**src/rtl/fir_seq_ctrl_if.sv**
```systemverilog
// rtl/fir_seq_ctrl_if.sv - upstream, FIR-side and filtered-output streams of the FIR sequencer
interface fir_seq_ctrl_if #(
    parameter int DW = 16
);
    logic          vld;
    logic [DW-1:0] din;
    logic          rdy;
    logic          fir_vld;
    logic [DW-1:0] fir_din;
    logic [DW-1:0] fir_dout;
    logic          out_vld;
    logic [DW-1:0] dout;

    modport master (
        input  vld, din, fir_dout,
        output rdy, fir_vld, fir_din, out_vld, dout
    );

    modport slave (
        output vld, din, fir_dout,
        input  rdy, fir_vld, fir_din, out_vld, dout
    );
endinterface

```
**src/rtl/fir_seq_ctrl.sv**
```systemverilog
// rtl/fir_seq_ctrl.sv - FIR sequencer: flush, prime, run, drain; FIR_SEQ_DROP_CNT_EN builds the drop counter
module fir_seq_ctrl #(
    parameter int DW   = 16,
    parameter int RANK = 32,
    parameter int LAT  = 3,
    parameter int CW   = 8
) (
    input  logic                 i_Clk,
    input  logic                 i_Rst,
    input  logic                 i_Start,
    input  logic                 i_Stop,
    fir_seq_ctrl_if.master       bus,
    output logic                 o_Busy,
    output logic                 o_Done,
    output logic [15:0]          o_Drop_Cnt
);
    typedef enum logic [2:0] {IDLE, FLUSH, PRIME, RUN, DRAIN} state_t;

    localparam logic [CW-1:0] FLUSH_LAST = CW'(RANK + LAT - 1);
    localparam logic [CW-1:0] PRIME_LAST = CW'(RANK - 1);
    localparam logic [CW-1:0] DRAIN_LAST = CW'(LAT - 1);
    localparam logic [CW-1:0] CNT_MAX    = {CW{1'b1}};

    state_t        state;
    logic [CW-1:0] cnt;
    logic [CW-1:0] cnt_inc;
    logic          fir_vld_q;
    logic [DW-1:0] fir_din_q;
    logic          qual_q;
    logic          out_vld_q;
    logic [DW-1:0] dout_q;
    logic          done_q;
    logic          rdy;
    logic          accept;

    // Stop kills ready in the same cycle so a concurrent sample is never taken.
    assign rdy     = ((state == PRIME) || (state == RUN)) && !i_Stop;
    assign accept  = bus.vld && rdy;
    assign cnt_inc = (cnt == CNT_MAX) ? cnt : cnt + CW'(1);

    assign bus.rdy     = rdy;
    assign bus.fir_vld = fir_vld_q;
    assign bus.fir_din = fir_din_q;
    assign bus.out_vld = out_vld_q;
    assign bus.dout    = dout_q;
    assign o_Busy      = (state != IDLE);
    assign o_Done      = done_q;

    always_ff @(posedge i_Clk or negedge i_Rst) begin
        if (!i_Rst) begin
            state     <= IDLE;
            cnt       <= '0;
            fir_vld_q <= 1'b0;
            fir_din_q <= '0;
            qual_q    <= 1'b0;
            out_vld_q <= 1'b0;
            dout_q    <= '0;
            done_q    <= 1'b0;
        end else begin
            fir_vld_q <= 1'b0;
            qual_q    <= 1'b0;
            out_vld_q <= 1'b0;
            done_q    <= 1'b0;

            // qual_q marks strobes whose FIR output is meaningful (RUN/DRAIN).
            if (fir_vld_q && qual_q) begin
                out_vld_q <= 1'b1;
                dout_q    <= bus.fir_dout;
            end

            case (state)
                IDLE: begin
                    if (i_Start) begin
                        state     <= FLUSH;
                        cnt       <= '0;
                        fir_vld_q <= 1'b1;
                        fir_din_q <= '0;
                    end
                end
                FLUSH: begin
                    if (i_Stop) begin
                        state <= IDLE;
                    end else if (cnt == FLUSH_LAST) begin
                        state <= PRIME;
                        cnt   <= '0;
                    end else begin
                        cnt       <= cnt_inc;
                        fir_vld_q <= 1'b1;
                        fir_din_q <= '0;
                    end
                end
                PRIME: begin
                    if (i_Stop) begin
                        state <= IDLE;
                    end else if (accept) begin
                        fir_vld_q <= 1'b1;
                        fir_din_q <= bus.din;
                        cnt       <= cnt_inc;
                        if (cnt == PRIME_LAST) begin
                            state <= RUN;
                        end
                    end
                end
                RUN: begin
                    if (i_Stop) begin
                        state     <= DRAIN;
                        cnt       <= '0;
                        fir_vld_q <= 1'b1;
                        fir_din_q <= '0;
                        qual_q    <= 1'b1;
                    end else if (accept) begin
                        fir_vld_q <= 1'b1;
                        fir_din_q <= bus.din;
                        qual_q    <= 1'b1;
                    end
                end
                DRAIN: begin
                    if (cnt == DRAIN_LAST) begin
                        state  <= IDLE;
                        done_q <= 1'b1;
                    end else begin
                        cnt       <= cnt_inc;
                        fir_vld_q <= 1'b1;
                        fir_din_q <= '0;
                        qual_q    <= 1'b1;
                    end
                end
                default: state <= IDLE;
            endcase
        end
    end

`ifdef FIR_SEQ_DROP_CNT_EN
    logic [15:0] drop_cnt;

    always_ff @(posedge i_Clk or negedge i_Rst) begin
        if (!i_Rst) begin
            drop_cnt <= 16'd0;
        end else if (state == IDLE) begin
            if (i_Start) begin
                drop_cnt <= 16'd0;
            end
        end else if (bus.vld && !rdy && (drop_cnt != 16'hFFFF)) begin
            drop_cnt <= drop_cnt + 16'd1;
        end
    end

    assign o_Drop_Cnt = drop_cnt;
`else
    assign o_Drop_Cnt = 16'd0;
`endif
endmodule

```
**src/flat_wrapper.sv**
```systemverilog
// flat-port wrapper written by rule: the top's interface ports become plain ports
module fir_seq_ctrl_flat 
#(
    parameter int DW   = 16,
    parameter int RANK = 32,
    parameter int LAT  = 3,
    parameter int CW   = 8
)
  (i_Clk, i_Rst, i_Start, i_Stop, o_Busy, o_Done, o_Drop_Cnt, bus_vld, bus_din, bus_fir_dout, bus_rdy, bus_fir_vld, bus_fir_din, bus_out_vld, bus_dout);
  fir_seq_ctrl_if #(.DW(DW)) bus_i ();
  input  logic i_Clk;
  input  logic i_Rst;
  input  logic i_Start;
  input  logic i_Stop;
  output logic o_Busy;
  output logic o_Done;
  output logic [15:0] o_Drop_Cnt;
  input wire logic [$bits(bus_i.vld)-1:0] bus_vld;
  input wire logic [$bits(bus_i.din)-1:0] bus_din;
  input wire logic [$bits(bus_i.fir_dout)-1:0] bus_fir_dout;
  output wire logic [$bits(bus_i.rdy)-1:0] bus_rdy;
  output wire logic [$bits(bus_i.fir_vld)-1:0] bus_fir_vld;
  output wire logic [$bits(bus_i.fir_din)-1:0] bus_fir_din;
  output wire logic [$bits(bus_i.out_vld)-1:0] bus_out_vld;
  output wire logic [$bits(bus_i.dout)-1:0] bus_dout;
  assign bus_i.vld = bus_vld;
  assign bus_i.din = bus_din;
  assign bus_i.fir_dout = bus_fir_dout;
  assign bus_rdy = bus_i.rdy;
  assign bus_fir_vld = bus_i.fir_vld;
  assign bus_fir_din = bus_i.fir_din;
  assign bus_out_vld = bus_i.out_vld;
  assign bus_dout = bus_i.dout;
  fir_seq_ctrl #(.DW(DW), .RANK(RANK), .LAT(LAT), .CW(CW)) u_core (.i_Clk(i_Clk), .i_Rst(i_Rst), .i_Start(i_Start), .i_Stop(i_Stop), .bus(bus_i), .o_Busy(o_Busy), .o_Done(o_Done), .o_Drop_Cnt(o_Drop_Cnt));
endmodule
```
**config.mk**
```make
export PLATFORM = sky130hd
export DESIGN_NAME = fir_seq_ctrl_flat
export DESIGN_NICKNAME = d
export VERILOG_FILES = /design/src/rtl/fir_seq_ctrl_if.sv /design/src/rtl/fir_seq_ctrl.sv /design/src/flat_wrapper.sv
export SDC_FILE = /design/constraint.sdc
export NUM_CORES = 1
export LEC_CHECK = 0
export CORE_ASPECT_RATIO = 1.75
export CORE_MARGIN = 4
export CORE_UTILIZATION = 43
export DETAILED_ROUTE_END_ITERATION = 10
export GPL_TIMING_DRIVEN = 0
export PLACE_DENSITY_LB_ADDON = 0.25
export SLEW_MARGIN = 5
export SYNTH_ARGS = -nofsm -noshare
export SYNTH_HDL_FRONTEND = slang
export SYNTH_SLANG_ARGS = --single-unit
```
**constraint.sdc**
```tcl
create_clock -name i_Clk -period 2.4 [get_ports i_Clk]
set_input_delay 0.48 -clock i_Clk [delete_from_list [all_inputs] [get_ports i_Clk]]
set_output_delay 0.48 -clock i_Clk [all_outputs]
set_load 0.1 [all_outputs]
```
Word level (Yosys, flattened, before mapping)
Index checks and enable logic that the tools add are counted.

Add/sub/neg operators: 1. Equal/unequal tests: 19. Muxes and demuxes: 38. Reductions and logical operators: 11.

Operator list (count): $mux 16 (7); $pmux 16 s5 (1); $mux 8 (8); $pmux 8 s5 (1); $mux 3 (8); $pmux 3 s5 (1); $ne 2x2->1 const B (6); $reduce_and 6->1 (2); $mux 1 (10); $add 8x1->8 const B (1); $eq 8x2->1 const B (1); $eq 8x5->1 const B (1); $eq 8x6->1 const B (1); $eq 8x8->1 const B (1); $reduce_and 7->1 (1); $eq 3x2->1 const B (2); $ne 3x2->1 const B (2); $pmux 1 s5 (1); $reduce_bool 5->1 (1); $ne 2x1->1 const B (2); $eq 3x1->1 const B (1); $eq 3x3->1 const B (1); $logic_and 1x1->1 (3); $logic_not 3->1 (1); other kinds (5) (5).

Flip-flop bits (word level): 47. Input port bits: 37. Output and inout port bits: 53. Word-level logic and storage cells: 77.

Logic depth before layout (Yosys ltp)
Depth after elaboration: 7. Mapped depth: 8. Gate-level depth less buffers: 7.

Worst setup path before layout
No wires, ideal clock.

Kind: input to register. From: input port i_Stop. To: register u_core.fir_din_q[0], in the netlist u_core.bus.fir_din[0]. Setup time: 0.124 ns. Arrival: 3.989 ns. Required time: 2.276 ns. Slack: -1.712 ns. Stages on the path: 6. Buffers on the path: 2. Cell sequence: clkbuf_1 > nor3b_1 > nand2_1 > clkbuf_1 > nand2_1 > a21oi_1.

Cells in the longest elaborated chain, start to end: 6. Elaborated cells on any way between the ends: 10. Those cells by class: 2 x eq/ne; 4 x mux; 4 x reduce/logical.

Ends and longest elaborated chain: start: declaration (RTL line flat_wrapper.sv:14) `input logic i_Stop;`; $logic_not 1->1 (*) (RTL line fir_seq_ctrl.sv:37) `assign rdy = ((state == PRIME) || (state == RUN)) && !i_Stop;`; $logic_and 1x1->1 (*) (RTL line fir_seq_ctrl.sv:37); net bus_rdy (RTL line flat_wrapper.sv:21) `output wire logic [$bits(bus_i.rdy)-1:0] bus_rdy;`; $logic_and 1x1->1 (*) (RTL line fir_seq_ctrl.sv:38) `assign accept = bus.vld && rdy;`; $mux 16 (*); $mux 16, on equally long branches; $pmux 16 s5 (*) (RTL line fir_seq_ctrl.sv:71) `case (state)`; end signal: assignment (RTL line fir_seq_ctrl.sv:97) `fir_din_q <= bus.din;`; end signal: assignment (RTL line fir_seq_ctrl.sv:113) `fir_din_q <= bus.din;`; end: declaration (RTL line fir_seq_ctrl.sv:28) `logic [DW-1:0] fir_din_q;`.

Mark *: on every way through the listed nets, which the timed path passes. The rest lies on a longest branch. The select of a mux whose other input is x is not followed. A chain may end at the register's enable or synchronous reset.

Worst setup path after layout
From: register u_core.dout_q[5], in the netlist u_core.bus.dout[5]. To: output port bus_dout[5].

RTL lines: start: declaration (RTL line fir_seq_ctrl.sv:31) `logic [DW-1:0] dout_q;`; start signal: assignment (RTL line fir_seq_ctrl.sv:68) `dout_q <= bus.fir_dout;`; end: declaration (RTL line flat_wrapper.sv:25) `output wire logic [$bits(bus_i.dout)-1:0] bus_dout;`.

No word-level cell between the ends.

==> results.py <==
metrics = {
    "run_status": {
        "status": "complete, no violations",
    },
    "clock_network": {
        "clockBufferDepth": 2,
        "path_clk_slew_ns": 0.09,
        "tritoncts": "built",
        "cts_root_buf": "clkbuf_8",
        "htreeDepth": 2,
        "clock_latency_ns": 0.30,
        "cts_buffers": 5,
        "post_cts_buffers": 0,
        "clock_sinks": 47,
    },
    "sta": {
        "max-slew-margin-rel_pct": 33.6,
        "setup_violations": 0,
        "period_needed_ns": 2.30,
        "fin_setup_tns_ns": 0,
        "slew_violations": 0,
        "max_freq_mhz": 435,
        "clock_skew_ns": 0.00957,
        "finalHoldViolations": 0,
        "tightestPinTransition_ns": 0.993,
        "fin_crit_sh_pct": 95.8,
        "rsz0062_at_grt": "false",
    },
    "setup_path": {
        "critPathSlowestCell": "clkdlybuf4s50_1",
        "crit_fanout": 2,
        "crit_chain": "clkdlybuf4s50_1",
        "cp.buffers_inverters": 1,
        "rrSetupSlack_ns": 0.29,
        "crit_type": "reg -> out",
        "end_kind": "output port",
        "arrival_ns": 1.82,
        "slowest_delay_ns": 1.14,
        "cp_top_family": "buffers and inverters",
        "critical_path_required_ns": 1.92,
        "critPathLaunchType": "register",
    },
    "routing": {
        "wl_um": 5350,
        "avgViaCountPerCell": 5.12,
        "vias": 1926,
        "drt_iter0_drc": 114,
        "antenna_left": 0,
        "wl_per_cell_um": 14.2,
        "firstDrtPassIters": 4,
        "route.detailed.drc": 0,
    },
    "logic_synthesis": {
        "synth_edf_count": 0,
        "syn_area_sq_um": 2270,
        "synth.avg_cell_area_sq_um": 10.0,
        "synth_top_cell_area_share_pct": 51.8,
        "ys_ff_latch": 47,
        "synth_top_area_cell": "dfrtp_1",
        "synth_cell_types": 35,
        "async_flop_share_pct": 100,
        "ys_seq_area_share_pct": 51.8,
        "synthTopCellsByArea": "dfrtp_1 52%, mux2_2 8.4%, nand2_1 6.8%",
        "yosysWarnings": 0,
        "synthFlopType": "dfrtp_1",
        "synthCells": 226,
    },
    "global_routing": {
        "antenna_found_initial": 0,
        "grt_remaining_overflow": 0,
        "grt_pass1_wl_um": 9110,
        "grt_util_all_layers_pct": 17.2,
        "grt_pass1_vias": 1890,
        "grt_max_degree": 37,
    },
    "floorplan": {
        "die_h_um": 104,
        "core-area_sq_um": 5060,
        "rows": 34,
        "io_pins": 90,
        "dieWidth_um": 62.9,
        "die_area_sq_um": 6550,
        "initial_core_util_pct": 44.8,
    },
    "finish": {
        "drive_gt1_share_pct": 18.3,
        "final_cells": 376,
        "final_cell_mix": "69 x clkdlybuf4s50_1, 47 x dfrtp_1, 40 x nand2_1",
        "layout.nets": 360,
        "stdcell_area_sq_um": 3250,
        "num_antenna_cells": 0,
        "finish.utilization_pct": 64.2,
        "nFillCells": 433,
        "flow.area_growth_from_synthesis_pct": 43.2,
        "layout_commonest_cell": "clkdlybuf4s50_1",
    },
    "flow_run": {
        "max_cap_violations": 0,
    },
    "power": {
        "leakage_nw": 1.45,
        "ir_worst_vdd_mv": 0.716,
        "power_density_nw_per_um2": 1430,
    },
    "placed_design": {
        "dpl.cell_count": 368,
        "io_buffers": 72,
        "gp_congestion": 0.768,
        "dp_hpwl_um": 4080,
        "place_area_sq_um": 3140,
    },
    "hold_path": {
        "hold_path_class": "in -> async",
    },
}
## sequential cells by signal (all words and copies together), names as in the netlist
register            count
u_core.bus.fir_din     16
u_core.qual_q           1
u_core.cnt              8
u_core.bus.fir_vld      1
u_core.bus.out_vld      1
u_core.state            3
u_core.o_Done           1
u_core.bus.dout        16
## cell usage after synthesis, drive strengths merged, types with 2 or more instances
cell     n
clkbuf   4
a21oi   29
a41oi    2
o21ai    4
buf     22
ha       2
or2      2
o31ai    3
dfrtp   47
and3     4
inv      6
mux2    17
nor3b    3
nand2   41
a21bo    2
nor3     4
nor2     9
a311o    2
nand3    9
nand4    2
## path summary, 6_finish.rpt
| kind | start | endpoint | cells past startpoint |
|---|---|---|---|
| setup reg to reg | u_core.cnt[0] | u_core.cnt[0] | 8 |
| max in group asynchronous | i_Rst | u_core.cnt[3] | 2 |
| min in group i_Clk | u_core.bus.dout[3] | u_core.bus.dout[3] | 1 |
| hold / removal | i_Rst | u_core.bus.dout[2] | 1 |
| hold reg to reg | u_core.bus.dout[3] | u_core.bus.dout[3] | 1 |
| setup / recovery | u_core.bus.dout[5] | bus_dout[5] | 1 |
## layer usage
layer  vias up  track usage, %  share of wire [%]  wire, um
met5         -               0                  0         0
met4         0            6.32                1.7        91
met3         7            3.68                6.7       357
met2        82            29.7                 51      2750
met1       897            20.5                 40      2150
li1        940               -                  -         -
## cell families after synthesis
family                     count (synthesis)  synth area share (%)
muxes                                     17                  8.44
buffers and inverters                     32                  8.55
other                                      1                 0.165
AOI/OAI and AO/OA                         48                  13.2
DFF                                       47                  51.8
adders and majority gates                  2                  1.10
and+or+nand+nor                           79                  16.7
## per-stage QoR
| step | total power, mW | setup WS, ns | hold slack, ns |
|---|---|---|---|
| detailed placement | 4.14 | -0.221 | 0.388 |
| finish | 4.63 | 0.101 | 0.0573 |
| floorplan | 3.47 | 0.101 | 0.184 |
| global placement | 4.10 | -0.467 | 0.485 |
| global route | 4.85 | 0.0496 | 0.0628 |
| CTS | 4.66 | 0.0830 | 0.0586 |
## area by class of cell
cell class | instances | area [sq um] | area share, %
Inverter | 6 | 22.5 | 0.693
Clock buffer | 6 | 82.6 | 2.54
Sequential cell | 47 | 1180 | 36.2
Tap cell | 54 | 67.6 | 2.08
Multi-Input combinational cell | 162 | 973 | 30.0
Buffer | 26 | 171 | 5.28
Timing Repair Buffer | 73 | 738 | 22.7
Clock inverter | 2 | 16.3 | 0.501
## report_power, final
part | leakage (nW) | switching [mW] | internal, mW
Sequential | 0.611 | 0.123 | 1.01
Clock | 0.0474 | 0.274 | 0.235
Combinational | 0.787 | 2.18 | 0.802
## what timing repair did
action,in CTS,in global routing
gates resized for setup,6,1
pin swaps,0,0
endpoints found under the setup margin,2,1
hold buffers,0,0
Note: power is estimated with default switching activity, not from simulation.
